--- src/rtl/wb_pkg.sv ---
// Shared types for the register-file write-back path.
// Default widths and the queued {rd, data} entry.
package wb_pkg;

  localparam int DATA_W = 16;
  localparam int ADDR_W = 5;

  typedef struct packed {
    logic [ADDR_W-1:0] rd;
    logic [DATA_W-1:0] data;
  } wb_entry_t;

endpackage

--- src/rtl/regfile_writeback_if.sv ---
// Result producer handshake: valid/rd/data offered, ready returned.
// The master is the producing unit, the slave the write-back block.
interface regfile_writeback_if;
  import wb_pkg::*;

  logic              valid;
  logic [ADDR_W-1:0] rd;
  logic [DATA_W-1:0] data;
  logic              ready;

  modport master (
    output valid,
    output rd,
    output data,
    input  ready
  );

  modport slave (
    input  valid,
    input  rd,
    input  data,
    output ready
  );

endinterface

--- src/rtl/wb_fifo.sv ---
// Circular write-back queue: two write ports, one read port, count.
// Optional WB_BYPASS_EN adds an age-ordered rd match lookup.
module wb_fifo
  import wb_pkg::*;
#(
  parameter int DEPTH = 4,
  localparam int PW = $clog2(DEPTH),
  localparam int CW = PW + 1
) (
  input  logic              clk,
  input  logic              rst_n,
  input  logic [1:0]        push_n,
  input  wb_entry_t         push0,
  input  wb_entry_t         push1,
  input  logic              pop,
  output wb_entry_t         head,
  output logic [CW-1:0]     count
`ifdef WB_BYPASS_EN
  ,
  input  logic [ADDR_W-1:0] byp_rs,
  output logic              byp_hit,
  output logic [DATA_W-1:0] byp_data
`endif
);

  wb_entry_t     slot [DEPTH];
  logic [PW-1:0] wptr;
  logic [PW-1:0] rptr;
  logic [PW-1:0] wptr1;

  assign wptr1 = wptr + PW'(1);
  assign head  = slot[rptr];

  // push0 is always the older entry when two arrive together
  always_ff @(posedge clk) begin
    if (push_n != 2'd0)
      slot[wptr] <= push0;
    if (push_n == 2'd2)
      slot[wptr1] <= push1;
  end

  always_ff @(posedge clk or negedge rst_n) begin
    if (!rst_n) begin
      wptr  <= '0;
      rptr  <= '0;
      count <= '0;
    end else begin
      wptr  <= wptr + PW'(push_n);
      if (pop)
        rptr <= rptr + PW'(1);
      count <= count + CW'(push_n) - CW'(pop);
    end
  end

`ifdef WB_BYPASS_EN
  // scan oldest to youngest so the last match wins
  always_comb begin
    byp_hit  = 1'b0;
    byp_data = '0;
    for (int k = 0; k < DEPTH; k++) begin
      if (CW'(k) < count &&
          byp_rs != '0 &&
          slot[rptr + PW'(k)].rd == byp_rs) begin
        byp_hit  = 1'b1;
        byp_data = slot[rptr + PW'(k)].data;
      end
    end
  end
`endif

endmodule

--- src/rtl/regfile_writeback.sv ---
// Register-file write-back front end: ALU/MEM queue, one commit/clock.
// Optional WB_BYPASS_EN exposes a queued-result bypass lookup.
module regfile_writeback
  import wb_pkg::*;
#(
  parameter int DEPTH = 4,
  localparam int CW = $clog2(DEPTH) + 1
) (
  input  logic              clk,
  input  logic              rst_n,
  regfile_writeback_if.slave alu,
  regfile_writeback_if.slave mem,
  output logic [ADDR_W-1:0] wb_rd,
  output logic [DATA_W-1:0] wb_data,
  output logic              wb_we,
  output logic [CW-1:0]     wb_count
`ifdef WB_BYPASS_EN
  ,
  input  logic [ADDR_W-1:0] byp_rs,
  output logic              byp_hit,
  output logic [DATA_W-1:0] byp_data
`endif
);

  logic [CW-1:0] count;
  logic [CW-1:0] free;
  logic          mem_acc;
  logic          alu_acc;
  logic          pop;
  logic [1:0]    push_n;
  wb_entry_t     push0;
  wb_entry_t     push1;
  wb_entry_t     head;

  // readiness ignores the same-cycle pop
  assign free      = CW'(DEPTH) - count;
  assign mem.ready = free != '0;
  assign alu.ready = (free >= CW'(2)) ||
                     (free != '0 && !mem.valid);

  assign mem_acc = mem.valid && mem.ready;
  assign alu_acc = alu.valid && alu.ready;
  assign pop     = count != '0;

  always_comb begin
    push_n = {1'b0, mem_acc} + {1'b0, alu_acc};
    push0  = '{rd: alu.rd, data: alu.data};
    push1  = push0;
    if (mem_acc) begin
      push0 = '{rd: mem.rd, data: mem.data};
      push1 = '{rd: alu.rd, data: alu.data};
    end
  end

  wb_fifo #(
    .DEPTH (DEPTH)
  ) u_fifo (
    .clk      (clk),
    .rst_n    (rst_n),
    .push_n   (push_n),
    .push0    (push0),
    .push1    (push1),
    .pop      (pop),
    .head     (head),
    .count    (count)
`ifdef WB_BYPASS_EN
    ,
    .byp_rs   (byp_rs),
    .byp_hit  (byp_hit),
    .byp_data (byp_data)
`endif
  );

  assign wb_count = count;

  // outputs hold the last commit so idle rewrites are harmless
  always_ff @(posedge clk or negedge rst_n) begin
    if (!rst_n) begin
      wb_rd   <= '0;
      wb_data <= '0;
      wb_we   <= 1'b0;
    end else begin
      wb_we <= pop;
      if (pop) begin
        wb_rd   <= head.rd;
        wb_data <= head.data;
      end
    end
  end

endmodule

--- src/flat_wrapper.sv ---
// flat-port wrapper written by rule: the top's interface ports become plain ports
module regfile_writeback_flat import wb_pkg::*;
#(
  parameter int DEPTH = 4,
  localparam int CW = $clog2(DEPTH) + 1
)
  (clk, rst_n, wb_rd, wb_data, wb_we, wb_count, alu_valid, alu_rd, alu_data, alu_ready, mem_valid, mem_rd, mem_data, mem_ready);
  regfile_writeback_if alu_i ();
  regfile_writeback_if mem_i ();
  input  logic clk;
  input  logic rst_n;
  output logic [ADDR_W-1:0] wb_rd;
  output logic [DATA_W-1:0] wb_data;
  output logic wb_we;
  output logic [CW-1:0] wb_count;
  input wire logic [$bits(alu_i.valid)-1:0] alu_valid;
  input wire logic [$bits(alu_i.rd)-1:0] alu_rd;
  input wire logic [$bits(alu_i.data)-1:0] alu_data;
  output wire logic [$bits(alu_i.ready)-1:0] alu_ready;
  input wire logic [$bits(mem_i.valid)-1:0] mem_valid;
  input wire logic [$bits(mem_i.rd)-1:0] mem_rd;
  input wire logic [$bits(mem_i.data)-1:0] mem_data;
  output wire logic [$bits(mem_i.ready)-1:0] mem_ready;
  assign alu_i.valid = alu_valid;
  assign alu_i.rd = alu_rd;
  assign alu_i.data = alu_data;
  assign alu_ready = alu_i.ready;
  assign mem_i.valid = mem_valid;
  assign mem_i.rd = mem_rd;
  assign mem_i.data = mem_data;
  assign mem_ready = mem_i.ready;
  regfile_writeback #(.DEPTH(DEPTH)) u_core (.clk(clk), .rst_n(rst_n), .alu(alu_i), .mem(mem_i), .wb_rd(wb_rd), .wb_data(wb_data), .wb_we(wb_we), .wb_count(wb_count));
endmodule
--- config.mk ---
export PLATFORM = sky130hd
export DESIGN_NAME = regfile_writeback_flat
export DESIGN_NICKNAME = d
export VERILOG_FILES = /design/src/rtl/wb_pkg.sv /design/src/rtl/regfile_writeback_if.sv /design/src/rtl/wb_fifo.sv /design/src/rtl/regfile_writeback.sv /design/src/flat_wrapper.sv
export SDC_FILE = /design/constraint.sdc
export NUM_CORES = 1
export LEC_CHECK = 0
export CORE_UTILIZATION = 48
export DETAILED_ROUTE_END_ITERATION = 10
export GPL_ROUTABILITY_DRIVEN = 1
export PLACE_DENSITY = 0.68
export SLEW_MARGIN = 25
export SYNTH_ARGS = -nofsm -noshare
export SYNTH_HDL_FRONTEND = slang
export SYNTH_HIERARCHICAL = 1
export SYNTH_SLANG_ARGS = --single-unit
--- constraint.sdc ---
create_clock -name clk -period 9.83 [get_ports clk]
set_clock_uncertainty 0.1 [all_clocks]
set_input_delay 1.966 -clock clk [delete_from_list [all_inputs] [get_ports clk]]
set_output_delay 1.966 -clock clk [all_outputs]
set_load 0.005 [all_outputs]
==> results of run 1 <==
## final cells by class
class                      instances  area [um^2]  area share
tap                              147          184      0.0252
multi-input combinational        180         2470       0.338
sequential                       113         3250       0.445
timing repair buffer              78          761       0.104
clock buffer                      25          549      0.0752
inverter                          13         48.8     0.00668
clock inverter                     7         43.8     0.00599
## cells by family (layout without fill, tap and decap cells)
logic type | after synthesis | after routing
compound gates | 4 | 4
flops | 113 | 113
xor+xnor | 6 | 6
mux | 148 | 148
simple gates | 12 | 12
fa+ha+maj | 10 | 10
buf+inv | 32 | 123
## sequential cells by signal (all words and copies together), names as in the netlist
signal / flops
u_core/u_fifo/slot: 84
u_core/u_fifo/count: 3
u_core/wb_we: 1
u_core/wb_data: 16
u_core/wb_rd: 5
u_core/u_fifo/wptr: 2
u_core/u_fifo/rptr: 2
## worst max-delay path, delay by kind of cell
family,cells,cell delay (ps)
buf+inv,2,940
simple gates,2,400
## metal layers
metal / vias to the layer above / wire [um]
met3: 10 / 314
met1: 1616 / 4850
met2: 70 / 5990
li1: 1417 / -
met4: 0 / 132
met5: - / 0
## layout by cell type, fill, tap and decap left out, types with 2 or more instances in the layout
cell and n:
clkinvlp_4 2, clkbuf_8 3, clkbuf_1 2, clkbuf_16 20
inv_1 13, clkdlybuf4s50_1 71, buf_4 6, ha_1 9
nor2_1 2, clkinv_2 4, mux2_2 67, mux2_4 58
edfxtp_1 84, and4bb_4 2, mux4_2 21, xnor2_1 5
dfrtp_1 28
## how the worst max path moves through the flow
| stage | end | slack, ps | cells after the start |
|---|---|---|---|
| after global routing | alu_ready | 4400 | 4 |
| after global placement | u_core/u_fifo/slot[2][9] | 4390 | 6 |
| after floorplan | u_core/u_fifo/slot[0][0] | 4870 | 6 |
| after detailed placement | u_core/u_fifo/slot[0][11] | 4330 | 7 |
| final | alu_ready | 4460 | 4 |
| after CTS | alu_ready | 4450 | 4 |
## metrics by stage
| stage | cells | setup WS (ps) |
|---|---|---|
| global placement | 531 | 4390 |
| detailed placement | 531 | 4330 |
| global route | 563 | 4400 |
| finish | 563 | 4460 |
| CTS | 563 | 4450 |
| floorplan | 325 | 4870 |
## report_power, final
| part | leakage [nW] | switching (W) | internal [W] |
|---|---|---|---|
| Sequential | 1.11 | 0.0000941 | 0.000755 |
| Combinational | 1.35 | 0.000335 | 0.000473 |
| Clock | 0.290 | 0.000202 | 0.000386 |
| Total | 2.76 | 0.000632 | 0.00161 |
==> impl_results.md, run 1 <==
- Type of the tightest min-delay check: reg2reg
- H-Tree Depth: 4
- Top-area cell type share of the netlist area: 0.426
- Cells on Worst Hold Path: 1
- Crit path max-delay cell type: clkdlybuf4s50_1
- M2 GR Usage: 0.330
- Synth Area in Compound Gates: 0.00529
- Worst r2r dst: u_core/u_fifo/slot[0][17]
- Hold slack: 399 ps
- Core area: 0.0120 mm^2
- Ys async rst share: 0.257
- Initial antenna violation count: 0
- Synthesized area: 0.00592 mm^2
- CTS tree: yes
- FF-to-FF path depth: 9
- Worst-path clk slew: 50 ps
- Mux contribution to synthesized area: 0.358
- FF-to-FF setup slack: 5880 ps
- Top post-synthesis cells by count: 84 x edfxtp_1, 67 x mux2_2, 58 x mux2_4, 29 x dfrtp_1, 21 x mux4_2
- P per Cell Area: 307 mW/mm^2
- CTS Sinks: 113
- Max-cap violations: 0
- Diodes inserted: 0
- Distinct cells, synth: 29
- Adder-Cell Fraction of Synth Area: 0.0224
- CP Class: in2out
- Final Power: 0.00225 W
- Post-synthesis simple-gate area fraction: 0.0199
- Latest clock arrival within the worst-skew pair: 410 ps
- Dpl cell area: 0.00672 mm^2
- First-pass GRT wire length: 17900 um
- Crit path cell chain: clkdlybuf4s50_1 -> or2_2 -> nand3_1 -> clkdlybuf4s50_1
- Avg Inst Size Synth: 18.2 um^2
- Ys flop type: edfxtp_1
- Post-layout util: 0.608
- Die height: 113 um
- Status: completed
- Worst endpoint required time: 7760 ps
- Routing usage on met1: 0.233
- Grt ovf: 0
- Max frequency: 186 MHz
- Yosys warns: 6
- Maximum number of pins on one net before global-route repair: 30
- Routed via count: 3113
- Count of hold-fix buffers inserted at cts: 0
- Final Slew Violations: 0
- Drt wl/cell: 20.0 um
- Share of layout cells above drive strength 1: 0.466
- Starting Density: 0.493
- Drt total wl: 11300 um
- Num CTS Buffers: 17
- Worst-path maximum fanout: 2
- Half-perimeter wire length after placement: 7130 um
- Initial DRC count: 118
- Crit share post-route: 0.546
- Area Overhead vs Synth: 23.5%
- Final setup fails: 0
- Core Rows: 40
- Reg2Reg Launch Point: u_core/u_fifo/count[0]
- Seq/Total Area, Yosys: 0.549
- Element type at the critical path start: input pin
- LEAKAGE: 2.76 nW
- Cell count after synthesis: 325
- CP Launch Point: mem_valid
- Post-synth EDFFs: 84
- Final Hold Viols: 0
- Synth area leader: edfxtp_1
- GRT Max-Usage Layer: met2
- CP peak stage delay: 490 ps
- Clock period minus worst slack: 5370 ps
- Worst vdd ir: 0.141 mV
- Worst EP arrival: 3300 ps
- DR DRC count: 0
- Post-CTS setup buffers: 0
- Hold_sp: u_core/wb_data[3]
- Post-route ant nets: 0
- Largest family of logic cells by synthesized area: multiplexers
- Post_cts resized: 0
- Yosys reg bits: 113
- Vias in the first global route: 3382
- Final #Nets: 459
- RSZ-0062 raised after global routing: no
- Hold EP: u_core/wb_data[3]
- Post-DR vias/cell: 5.53
- Post-route cell area: 0.00731 mm^2
- Xor and xnor area share after synthesis: 0.00888
- M3 GR Usage: 0.0337
- Tightest Pin Transition: 1010 ps
- Slew margin rel.: 0.330
- Die Wd: 113 um
- Top post-synthesis cells by area: edfxtp_1 43%, mux2_4 15%, mux2_2 13%, dfrtp_1 12%, mux4_2 8.0%
- Ports: 73
- Critical Path Sink Type: output pin
- Gr usage total: 0.190
- CTS Buffer Depth: 2
- Top cell by count, worst path: clkdlybuf4s50_1
- Mapped Nets: 381
- Clock root cell: clkbuf_16
- Most frequent cell after synthesis: edfxtp_1
- Port Buffers: 72
- Fillers: 896
- DRT Pass-1 Iters: 4
- Setup TNS: 0 ps
- Die area: 0.0128 mm^2
- GPL Wtd Cong: 0.739
No activity file was read; power rests on OpenSTA's default activity.
==> run 2: changes to the inputs <==
PLACE_DENSITY = 0.71   (was 0.68)
clock period = 4.49 ns   (was 9.83 ns; I/O delays follow)
==> impl_results.md, run 2 (same netlist as run 1, synthesis figures left out) <==
- Max-cap violations: 0 (unchanged)
- Most frequent cells in the layout: 84 x edfxtp_1, 71 x clkdlybuf4s50_1, 67 x mux2_2
- Die Wd: 113 um (unchanged)
- RSZ-0062 raised after global routing: no
- WL met2: 6100 um (+1.8%)
- Type of the tightest min-delay check: reg2reg
- Final setup fails: 0 (unchanged)
- Slack of the critical path: 1100 ps (-3370 ps)
- Final #Nets: 465 (+1.3%)
- Grt ovf: 0 (unchanged)
- Ports: 73 (unchanged)
- Final Power: 0.00503 W (+120%)
- Share of layout cells above drive strength 1: 0.474 (+0.00759)
- Core Rows: 40 (unchanged)
- Worst endpoint required time: 4540 ps (-3220 ps)
- Top Layer Used: met4
- CP Class: in2reg
- Post_cts resized: 0 (unchanged)
- Setup TNS: 0 ps (unchanged)
- Post-route ant nets: 0 (unchanged)
- Gr usage total: 0.198 (+0.00843)
- Initial DRC count: 148 (+25%)
- Status: completed
- Crit path max-delay cell type: and4bb_4
- Max reg flops: 84 (unchanged)
- Drt wl/cell: 20.1 um (+0.31%)
- GPL Wtd Cong: 0.740 (about the same)
- Clock root cell: clkbuf_16
- Slew margin rel.: 0.506 (+0.176)
- Crit share post-route: 0.756
- Worst-path clk slew: 50 ps (about the same)
- Die area: 0.0128 mm^2 (unchanged)
- Final Slew Violations: 0 (unchanged)
- Drt total wl: 11400 um (+1.4%)
- DR DRC count: 0 (unchanged)
- Initial antenna violation count: 0 (unchanged)
- Biggest register: u_core/u_fifo/slot
- Port Buffers: 72 (unchanged)
- Area Overhead vs Synth: 24.8%
- Count of hold-fix buffers inserted at cts: 0 (unchanged)
- CP peak stage delay: 600 ps (+110 ps)
- DRT Pass-1 Iters: 4 (unchanged)
- Starting Density: 0.493 (unchanged)
- Max frequency: 295 MHz
- LEAKAGE: 2.79 nW (+1.2%)
- Post-DR vias/cell: 5.50 (-0.45%)
- Die height: 113 um (unchanged)
- Half-perimeter wire length after placement: 7350 um (+3.2%)
- Post-CTS setup buffers: 0 (unchanged)
- Diodes inserted: 0 (unchanged)
- Num CTS Buffers: 17 (unchanged)
- Element type at the critical path start: input pin
- Latest clock arrival within the worst-skew pair: 410 ps (about the same)
- Placed cell count: 537 (+1.1%)
- First-pass GRT wire length: 18300 um (+2.4%)
- Vias in the first global route: 3295 (-2.6%)
- Metal1 wirelength: 4810 um (-0.66%)
- CTS Sinks: 113 (unchanged)
- Worst EP arrival: 3440 ps (+140 ps)
- Clock period minus worst slack: 3390 ps
- Commonest non-fill, non-tap cell in the layout: edfxtp_1
- Core area: 0.0120 mm^2 (unchanged)
- CTS Buffer Depth: 2 (unchanged)
- Final Hold Viols: 0 (unchanged)
- Worst vdd ir: 0.279 mV (+98%)
- Worst-path maximum fanout: 14 (+12)
- Final std cells w/o fill: 569 (+1.1%)
- H-Tree Depth: 4 (unchanged)
- Tightest Pin Transition: 741 ps (-264 ps)
- Hold slack: 399 ps (-0.0420 ps)
- Maximum number of pins on one net before global-route repair: 30 (unchanged)
- Crit path cell chain: clkdlybuf4s50_1 -> or2_2 -> a31oi_1 -> ha_1 -> and4bb_4 -> buf_4 -> mux2_4
- Critical Path Sink Type: flop
- WL met3: 454 um (+45%)
- Pre-CTS WS: 663 ps (-3660 ps)
- CTS tree: yes
- Largest regs: u_core/u_fifo/slot (84), u_core/wb_data (16), u_core/wb_rd (5)
- P per Cell Area: 681 mW/mm^2 (+120%)
- Routed via count: 3132 (+0.61%)
==> run 2: cell types whose count changed in the layout (fill, tap and decap cells not counted), sizes merged <==
| cell | before | now |
|---|---|---|
| clkinvlp | 2 | 3 |
| clkbuf | 25 | 21 |
| bufinv | 0 | 3 |
| buf | 7 | 13 |
==> run 2: cell type report <==
type	instances	area [um^2]
inverter	13	48.8
tap	147	184
sequential	113	3250
multi-input combinational	180	2470
timing repair buffer	84	831
fill	887	4630
clock inverter	11	138
clock buffer	21	460
==> run 2: critical path, delay by kind of cell <==
kind / cells / cell delay [ps]
AO/OA/AOI/OAI: 1 / 200
multiplexers: 1 / 310
buffers and inverters: 2 / 750
adder cells (fa/ha/maj): 1 / 370
AND/OR/NAND/NOR: 2 / 900
==> run 2: where the power goes <==
| group | internal [W] | switching (W) | total [W] |
|---|---|---|---|
| sequential | 0.00165 | 0.000205 | 0.00185 |
| clock | 0.000895 | 0.000446 | 0.00134 |
| combinational | 0.00107 | 0.000757 | 0.00183 |
| total | 0.00362 | 0.00141 | 0.00503 |
==> run 2: metrics by stage <==
step | instance area (um^2) | utilization
floorplan | 5920 | -
global placement | 6780 | 0.565
detailed placement | 6790 | 0.565
CTS | 7380 | 0.615
global route | 7380 | 0.615
finish | 7380 | 0.615
==> run 2: path summary, 6_finish.rpt <==
kind / start / endpoint / slack (ps) / cells after the start
max: mem_valid / u_core/u_fifo/slot[2][19] / 1100 / 7
min: u_core/wb_data[8] / u_core/wb_data[8] / 400 / 1
max reg2reg: u_core/u_fifo/count[0] / u_core/u_fifo/slot[2][19] / 1160 / 9
min reg2reg: u_core/wb_data[8] / u_core/wb_data[8] / 400 / 1
max in group asynchronous: rst_n / u_core/u_fifo/rptr[1] / 3310 / 1
min in group asynchronous: rst_n / u_core/wb_data[3] / 450 / 1
==> run 2: routing by layer <==
layer | up-vias | GRT usage
met5 | - | 0
met1 | 1610 | 0.241
met3 | 4 | 0.0530
li1 | 1440 | -
met2 | 78 | 0.342
met4 | 0 | 0.0693
==> run 3: changes to the inputs <==
PLACE_DENSITY = 0.68   (was 0.71)
clock period = 3.55 ns   (was 4.49 ns; I/O delays follow)
==> impl_results.md, run 3 (same netlist as run 1, synthesis figures left out) <==
- WL met3: 356 um (-22%)
- Vias in the first global route: 3375 (+2.4%)
- Placed cell count: 547 (+1.9%)
- CP top delay family: adder cells
- Crit share post-route: 0.862
- Area Overhead vs Synth: 25.7%
- Sw Share: 0.278 (-0.00181)
- LEAKAGE: 2.82 nW (+1.2%)
- Worst-path clk slew: 50 ps (about the same)
- Die Wd: 113 um (unchanged)
- Reg2Reg Launch Point: u_core/u_fifo/count[0]
- Core area: 0.0120 mm^2 (unchanged)
- Worst vdd ir: 0.296 mV (+6.0%)
- Final #Nets: 475 (+2.2%)
- Crit path cell chain: inv_1 -> ha_1 -> ha_1 -> or2_2 -> a31oi_1 -> ha_1 -> and4bb_4 -> buf_4 -> mux2_4
- Routed via count: 3192 (+1.9%)
- Biggest register: u_core/u_fifo/slot
- Worst-path maximum fanout: 6 (-8)
- FF-to-FF setup slack: 490 ps (-670 ps)
- Most frequent cells in the layout: 84 x edfxtp_1, 71 x clkdlybuf4s50_1, 67 x mux2_2
- Internal: 0.00451 W (+25%)
- Critical Path Sink Type: flop
- Element type at the critical path start: flop
- Type of the tightest min-delay check: in2async
- Diodes inserted: 0 (unchanged)
- Final setup fails: 0 (unchanged)
- Logic pwr share: 0.381 (+0.017)
- First-pass GRT wire length: 18400 um (+0.38%)
- Part of the power in registers: 0.373 (+0.004)
- Core Rows: 40 (unchanged)
- Dpl cell area: 0.00690 mm^2 (+1.6%)
- Initial antenna violation count: 0 (unchanged)
- RSZ-0062 raised after global routing: no
- Post-route ant nets: 0 (unchanged)
- Worst r2r dst: u_core/u_fifo/slot[3][3]
- CP Launch Point: u_core/u_fifo/count[0]
- Max-cap violations: 0 (unchanged)
- Post-route cell area: 0.00743 mm^2 (+0.68%)
- Ports: 73 (unchanged)
- WL met2: 5940 um (-2.5%)
- Half-perimeter wire length after placement: 7270 um (-1.1%)
- Largest regs: u_core/u_fifo/slot (84), u_core/wb_data (16), u_core/wb_rd (5)
- Die area: 0.0128 mm^2 (unchanged)
- Stages on worst setup path: 9 (+2)
- Die height: 113 um (unchanged)
- Post_cts resized: 0 (unchanged)
- Final Slew Violations: 0 (unchanged)
- Worst EP arrival: 3110 ps (-330 ps)
- CP peak stage delay: 470 ps (-130 ps)
- Max frequency: 327 MHz
- Worst endpoint required time: 3600 ps (-940 ps)
- Top Layer Used: met4
- CTS Buffer Depth: 2 (unchanged)
- CP Buf/Inv Count: 2 (unchanged)
- Fillers: 886 (-0.11%)
- Maximum number of pins on one net before global-route repair: 30 (unchanged)
- CP Class: reg2reg
- DRT Pass-1 Iters: 7 (+3)
- Num CTS Buffers: 17 (unchanged)
- Switching pwr: 0.00174 W (+24%)
- Max reg flops: 84 (unchanged)
- Clock root cell: clkbuf_16
- Initial DRC count: 167 (+13%)
- Post-CTS setup buffers: 0 (unchanged)
- Port Buffers: 72 (unchanged)
- P per Cell Area: 841 mW/mm^2 (+24%)
- Clock period minus worst slack: 3060 ps
- DR DRC count: 2 (+2)
- Metal1 wirelength: 4980 um (+3.5%)
- GPL Wtd Cong: 0.746 (+0.93%)
- CTS Sinks: 113 (unchanged)
- Final std cells w/o fill: 579 (+1.8%)
- CTS tree: yes
- FF-to-FF path depth: 9 (unchanged)
- Crit path max-delay cell type: and4bb_4
- Clock Power Share: 0.246 (-0.021)
- Final Hold Viols: 0 (unchanged)
- Grt ovf: 0 (unchanged)
- Drt wl/cell: 19.7 um (-2.0%)
- Status: finished with violations
- Post-DR vias/cell: 5.51 (+0.16%)
- Commonest non-fill, non-tap cell in the layout: edfxtp_1
- Setup TNS: 0 ps (unchanged)
- Gr usage total: 0.197 (-0.00165)
- Share of layout cells above drive strength 1: 0.463 (-0.0110)
- Post-layout util: 0.619 (+0.00417)
- Tightest Pin Transition: 801 ps (+59.8 ps)
- Starting Density: 0.493 (unchanged)
- Drt total wl: 11400 um (-0.23%)
- Hold slack: 288 ps (-111 ps)
- Slew margin rel.: 0.466 (-0.0399)
- Count of hold-fix buffers inserted at cts: 0 (unchanged)
- Failing checks: design-rule violations
- Top cell by count, worst path: ha_1
- H-Tree Depth: 4 (unchanged)
- Latest clock arrival within the worst-skew pair: 400 ps (about the same)
[run 3: cell count changes in the layout (fill, tap and decap cells not counted)]
cell        before  now
clkbuf_1         2    5
dfrtp_2          1    0
clkbuf_8         2    0
clkinvlp_4       3    0
bufinv_16        3    2
dfrtp_1         28   29
buf_4           10   17
buf_12           2    5
clkinv_1         0    6
clkinv_2         5    2
[run 3: layout make-up]
cell class	count	area [um^2]	share of cell area
clock buffer	22	444	0.0598
clock inverter	10	92.6	0.0125
inverter	13	48.8	0.00656
multi-input combinational	180	2470	0.333
sequential	113	3250	0.437
tap	147	184	0.0247
timing repair buffer	94	943	0.127
[run 3: through the flow]
step / total power [W] / setup WS [ps]
after floorplan: 0.00387 / 271
after global placement: 0.00470 / 221
after detailed placement: 0.00478 / 211
after CTS: 0.00634 / 485
after global routing: 0.00660 / 311
final: 0.00625 / 488
[run 3: worst max-delay path by stage]
stage,endpoint,slack [ps]
2_1_floorplan,u_core/u_fifo/slot[3][0],270
3_3_place_gp,u_core/u_fifo/slot[2][11],220
3_5_place_dp,u_core/u_fifo/slot[3][1],210
4_1_cts,u_core/u_fifo/slot[2][15],490
5_1_grt,u_core/u_fifo/slot[2][15],310
6_report,u_core/u_fifo/slot[3][3],490
[run 3: routing by layer]
layer,global-route usage,vias to the layer above
met5,0,-
met2,0.341,74
met4,0.0605,0
met1,0.241,1650
li1,-,1456
met3,0.0520,12
[run 3: power by group through the flow]
stage	Combinational [W]	Sequential, W	Clock [W]
3_5_place_dp	0.00242	0.00236	0
4_1_cts	0.00243	0.00234	0.00157
2_1_floorplan	0.00160	0.00226	0
6_report	0.00239	0.00233	0.00154
3_3_place_gp	0.00237	0.00233	0
5_1_grt	0.00258	0.00238	0.00163
[run 3: worst register-to-register path, cell delays in order, from the launching register on]
cell	delay [ps]
dfrtp_1	370
inv_1	80
ha_1	230
ha_1	220
or2_2	320
a31oi_1	180
ha_1	340
and4bb_4	470
buf_4	200
mux2_4	310
